**src/rtl/ram_cmd_ctrl.sv**
```systemverilog
// rtl/ram_cmd_ctrl.sv - command sequencer driving a single-port RAM (write, fill, dump)
module ram_cmd_ctrl #(
    parameter int ADDR_W = 2,
    parameter int DATA_W = 8
) (
    input  logic              clk,
    input  logic              rst_n,
    input  logic              cmd_valid,
    output logic              cmd_ready,
    input  logic [1:0]        cmd_op,
    input  logic [ADDR_W-1:0] cmd_addr,
    input  logic [DATA_W-1:0] cmd_data,
    output logic              out_valid,
    input  logic              out_ready,
    output logic [ADDR_W-1:0] out_addr,
    output logic [DATA_W-1:0] out_data,
    output logic [ADDR_W-1:0] ram_addr,
    output logic              ram_wr_en,
    output logic [DATA_W-1:0] ram_wr_data,
    input  logic [DATA_W-1:0] ram_rd_data,
    output logic              done
);

    localparam int DEPTH = 1 << ADDR_W;
    localparam logic [ADDR_W:0] LAST_CNT = (ADDR_W + 1)'(DEPTH - 1);
    localparam logic [ADDR_W:0] CNT_ONE  = (ADDR_W + 1)'(1);

    localparam logic [1:0] OP_WRITE = 2'b00;
    localparam logic [1:0] OP_FILL  = 2'b01;
    localparam logic [1:0] OP_DUMP  = 2'b10;

    typedef enum logic [1:0] {
        S_IDLE,
        S_WRITE,
        S_FILL,
        S_DUMP
    } state_t;

    state_t            state;
    state_t            state_nxt;
    logic [ADDR_W:0]   cnt;
    logic [ADDR_W:0]   cnt_nxt;
    logic [ADDR_W-1:0] addr_q;
    logic [ADDR_W-1:0] addr_nxt;
    logic [DATA_W-1:0] data_q;
    logic [DATA_W-1:0] data_nxt;
    logic              done_q;
    logic              done_nxt;

    logic              last_cnt;
    logic [ADDR_W-1:0] cnt_addr;

    // One extra counter bit lets the terminal compare stop the sweep cleanly.
    assign last_cnt = (cnt == LAST_CNT);
    assign cnt_addr = cnt[ADDR_W-1:0];

    always_ff @(posedge clk or negedge rst_n) begin
        if (!rst_n) begin
            state  <= S_IDLE;
            cnt    <= '0;
            addr_q <= '0;
            data_q <= '0;
            done_q <= 1'b0;
        end else begin
            state  <= state_nxt;
            cnt    <= cnt_nxt;
            addr_q <= addr_nxt;
            data_q <= data_nxt;
            done_q <= done_nxt;
        end
    end

    always_comb begin
        state_nxt = state;
        cnt_nxt   = cnt;
        addr_nxt  = addr_q;
        data_nxt  = data_q;
        done_nxt  = 1'b0;

        case (state)
            S_IDLE: begin
                if (cmd_valid) begin
                    addr_nxt = cmd_addr;
                    data_nxt = cmd_data;
                    cnt_nxt  = '0;
                    case (cmd_op)
                        OP_WRITE: state_nxt = S_WRITE;
                        OP_FILL:  state_nxt = S_FILL;
                        OP_DUMP:  state_nxt = S_DUMP;
                        default:  state_nxt = S_IDLE;
                    endcase
                end
            end
            S_WRITE: begin
                state_nxt = S_IDLE;
                done_nxt  = 1'b1;
            end
            S_FILL: begin
                if (last_cnt) begin
                    state_nxt = S_IDLE;
                    done_nxt  = 1'b1;
                end else begin
                    cnt_nxt = cnt + CNT_ONE;
                end
            end
            S_DUMP: begin
                // Hold the beat until the downstream takes it.
                if (out_ready) begin
                    if (last_cnt) begin
                        state_nxt = S_IDLE;
                        done_nxt  = 1'b1;
                    end else begin
                        cnt_nxt = cnt + CNT_ONE;
                    end
                end
            end
            default: state_nxt = S_IDLE;
        endcase
    end

    always_comb begin
        cmd_ready   = 1'b0;
        out_valid   = 1'b0;
        out_addr    = '0;
        out_data    = '0;
        ram_addr    = '0;
        ram_wr_en   = 1'b0;
        ram_wr_data = '0;

        case (state)
            S_IDLE: cmd_ready = 1'b1;
            S_WRITE: begin
                ram_wr_en   = 1'b1;
                ram_addr    = addr_q;
                ram_wr_data = data_q;
            end
            S_FILL: begin
                ram_wr_en   = 1'b1;
                ram_addr    = cnt_addr;
                ram_wr_data = data_q + DATA_W'(cnt_addr);
            end
            S_DUMP: begin
                out_valid = 1'b1;
                ram_addr  = cnt_addr;
                out_addr  = cnt_addr;
                out_data  = ram_rd_data;
            end
            default: cmd_ready = 1'b0;
        endcase
    end

    assign done = done_q;

endmodule

```
**config.mk**
```make
export PLATFORM = sky130hd
export DESIGN_NAME = ram_cmd_ctrl
export DESIGN_NICKNAME = d
export VERILOG_FILES = /design/src/rtl/ram_cmd_ctrl.sv
export SDC_FILE = /design/constraint.sdc
export NUM_CORES = 1
export LEC_CHECK = 0
export ABC_AREA = 1
export BUFFER_PORTS_ARGS = -buffer_cell sky130_fd_sc_hd__buf_2
export CORE_UTILIZATION = 46
export CTS_BUF_LIST = sky130_fd_sc_hd__clkbuf_8
export DETAILED_ROUTE_END_ITERATION = 10
export PLACE_DENSITY_LB_ADDON = 0.2
export SYNTH_ARGS = -nofsm -noshare
export SYNTH_HDL_FRONTEND = slang
export SYNTH_SLANG_ARGS = --single-unit
```
**constraint.sdc**
```tcl
create_clock -name clk -period 3.75 [get_ports clk]
set_clock_uncertainty 0.05 [all_clocks]
set_input_delay 0.1875 -clock clk [delete_from_list [all_inputs] [get_ports clk]]
set_output_delay 0.1875 -clock clk [all_outputs]
set_load 0.02 [all_outputs]
```
==> impl_metrics.env <==
export IMPL_p_per_area_nw_per_um2=698
export IMPL_floorplan_die_width_um=53.5
export IMPL_worstHoldPathType="input pin to flop"
export IMPL_finalSetupViolations=0
export IMPL_die_area_um2=2860
export IMPL_route_detailed_vias_per_inst=5.04
export IMPL_synth_avg_cell_area_um2=7.48
export IMPL_setup_ws_ns=1.54
export IMPL_slew_headroom=0.721
export IMPL_clkSlewWorstSetupHoldPaths_ns=0.06
export IMPL_cpPeakStageDelay_ns=0.45
export IMPL_io_pins=48
export IMPL_clk_insertion_delay_late_ns=0.24
export IMPL_quantity_of_i_o_buffers_inserted_on_ports=47
export IMPL_maximum_number_of_pins_on_one_net_before_global_route_repair=17
export IMPL_leakage_nw=0.888
export IMPL_detailroute_via_count=1209
export IMPL_async_reset_ff_frac=1.00
export IMPL_layout_cells_most_common_list="sky130_fd_sc_hd__buf_2, sky130_fd_sc_hd__nand2_1, sky130_fd_sc_hd__inv_1"
export IMPL_nets=248
export IMPL_ys_warn_count=0
export IMPL_yosys_register_bits=16
export IMPL_power_net_switching_uw=516
export IMPL_htree_num_levels=1
export IMPL_ctsResizeCount=0
export IMPL_crit_type="flop to output port"
export IMPL_result_of_the_run="finished clean"
export IMPL_cts_tree="built"
export IMPL_synthFlopType="sky130_fd_sc_hd__dfrtp_1"
export IMPL_final_layout_size_suffix_gt1_frac=0.319
export IMPL_grt_util_all_layers=0.213
export IMPL_dpl_hpwl_um=2120
export IMPL_startpoint_type="flop"
export IMPL_cts_setup_buffers=0
export IMPL_n_fill_cell=258
export IMPL_totalNegativeSetupSlack_ns=0
export IMPL_power_frac_clock=0.121
export IMPL_numPlacedInstances=236
export IMPL_first_pass_iters=4
export IMPL_finalMaxSlewViolations=0
export IMPL_start_util=0.487
export IMPL_cp_max_fo=6
export IMPL_gp_congestion=0.812
export IMPL_syn_nets=199
export IMPL_hold_start="cmd_addr[0]"
export IMPL_antenna_violating_nets_post_route=0
export IMPL_antenna_cells_inserted=0
export IMPL_timing_final_crit_period_ns=2.21
export IMPL_leftover_overflow_at_the_end_of_global_routing=0
export IMPL_cts_sinks=16
export IMPL_netlist_area_before_placement_um2=1220
export IMPL_first_pass_grt_wire_length_um=4420
export IMPL_internal_power_uw=539
export IMPL_worstPathCellList="ha_1 > inv_1 > fa_1 > inv_1 > nand2_2 > o21ai_1 > nand3_1 > a21oi_1 > buf_2"
export IMPL_worstReg2RegStart="state[1]"
export IMPL_chip_height_um=53.5
export IMPL_first_global_vias=1035
export IMPL_dr_first_iter_drc_count=29
export IMPL_yosysUniqueCellTypes=25
export IMPL_areaGrowthSynthToFinish_pct=24.0
export IMPL_holdBufCountCts=1
export IMPL_fin_hold_ws_ns=0.122
export IMPL_ys_seq_area_frac=0.329
export IMPL_cts_max_path_buffers=2
export IMPL_synth_edf_count=0
export IMPL_finalWirelength_um=2710
export IMPL_num_rows=18
export IMPL_place_worst_setup_slack_ns=1.84
export IMPL_power_combinational_fraction=0.576
export IMPL_worst_slew_pin_transition_ns=0.418
export IMPL_clockRootBuffer="sky130_fd_sc_hd__clkbuf_8"
export IMPL_crit_required_ns=3.51
export IMPL_post_drt_wl_per_cell_um=11.3
export IMPL_synth_cells=163
export IMPL_critPathSlowestCell="sky130_fd_sc_hd__dfrtp_1"
export IMPL_final_common_cell="sky130_fd_sc_hd__buf_2"
export IMPL_power_switching_share=0.489
export IMPL_max_cap_violations=0
export IMPL_core_um2=2500
export IMPL_timing_critical_path_from="cnt[0]"
export IMPL_arrival_ns=1.97
export IMPL_fin_crit_sh=0.589
export IMPL_pwr_share_seq=0.303
export IMPL_cp_common_cell="sky130_fd_sc_hd__inv_1"
export IMPL_grt_setup_unrepaired="no"
export IMPL_peakVddDrop_uv=447
export IMPL_final_cell_count_no_fill=240
export IMPL_hold_viol=0
export IMPL_antenna_found_initial=0
export IMPL_post_route_drc_count=0
export IMPL_timing_critical_path_to_type="output port"
export IMPL_cts_inserted_buffers=3
export IMPL_maxClockFrequency_ghz=0.453
export IMPL_totalPowerFinal_mw=1.06
per-layer routing:
| metal | GRT usage | wire, um | vias to the layer above |
|---|---|---|---|
| met4 | 0.0263 | 10 | 0 |
| li1 | - | - | 612 |
| met2 | 0.356 | 1250 | 45 |
| met3 | 0.0431 | 194 | 2 |
| met1 | 0.286 | 1260 | 550 |
| met5 | 0 | 0 | - |
cell families after synthesis:
kind of cell,after synthesis,synth area share
muxes,5,0.0462
buffers and inverters,36,0.124
adders and majority gates,12,0.129
AOI/OAI and AO/OA,29,0.145
and+or+nand+nor,65,0.227
DFF,16,0.329
cell type report:
class,instances,area [um^2],area share
flip-flops and latches,16,400,0.265
inverters,32,120,0.0795
clock buffers,3,41.3,0.0273
multi-input cells,111,667,0.441
repair buffers,48,245,0.162
well taps,30,37.5,0.0248
synthesized netlist by cell type, types with 2 or more instances:
library cell               n  area (um^2)
sky130_fd_sc_hd__o21ai_1   2         10.0
sky130_fd_sc_hd__inv_2     2         7.51
sky130_fd_sc_hd__a21oi_1  15         75.1
sky130_fd_sc_hd__ha_1     11          138
sky130_fd_sc_hd__nand2_1  38          143
sky130_fd_sc_hd__o21ai_0   5         25.0
sky130_fd_sc_hd__inv_1    30          113
sky130_fd_sc_hd__nor2_1   10         37.5
sky130_fd_sc_hd__dfrtp_1  16          400
sky130_fd_sc_hd__a21oi_2   2         17.5
sky130_fd_sc_hd__nand2_2   4         25.0
sky130_fd_sc_hd__buf_6     2         22.5
sky130_fd_sc_hd__mux2_2    5         56.3
sky130_fd_sc_hd__nand3_1  10         50.1
power by group through the flow:
| stage | Combinational, mW | Sequential, mW | Clock, mW |
|---|---|---|---|
| final | 0.608 | 0.319 | 0.128 |
| after global routing | 0.688 | 0.330 | 0.135 |
| after CTS | 0.609 | 0.319 | 0.131 |
| after detailed placement | 0.605 | 0.321 | 0 |
| after global placement | 0.593 | 0.317 | 0 |
| after floorplan | 0.470 | 0.309 | 0 |
through the flow:
step | instance area [um^2] | util
final | 1510 | 0.605
after global routing | 1510 | 0.605
after CTS | 1510 | 0.605
after detailed placement | 1460 | 0.584
after global placement | 1460 | 0.584
after floorplan | 1220 | -
flip-flops by register name, summed over array words and instances, names as in the netlist:
name    cells
state       2
data_q      8
cnt         3
addr_q      2
done        1
critical path: cells and delay by family (launching register included):
kind | cells | cell delay (ns)
adders and majority gates | 2 | 0.53
DFF | 1 | 0.45
buffers and inverters | 3 | 0.31
AOI/OAI and AO/OA | 2 | 0.28
and+or+nand+nor | 2 | 0.17
path summary, 6_finish.rpt:
check / endpoint / slack (ns) / depth (start not counted)
max: ram_wr_data[6] / 1.54 / 9
min: addr_q[0] / 0.12 / 2
max reg2reg: data_q[0] / 2.11 / 4
min reg2reg: addr_q[0] / 0.46 / 1
max in group asynchronous: addr_q[0] / 3.02 / 2
min in group asynchronous: data_q[5] / 0.35 / 2
Note: power is estimated with default switching activity, not from simulation.
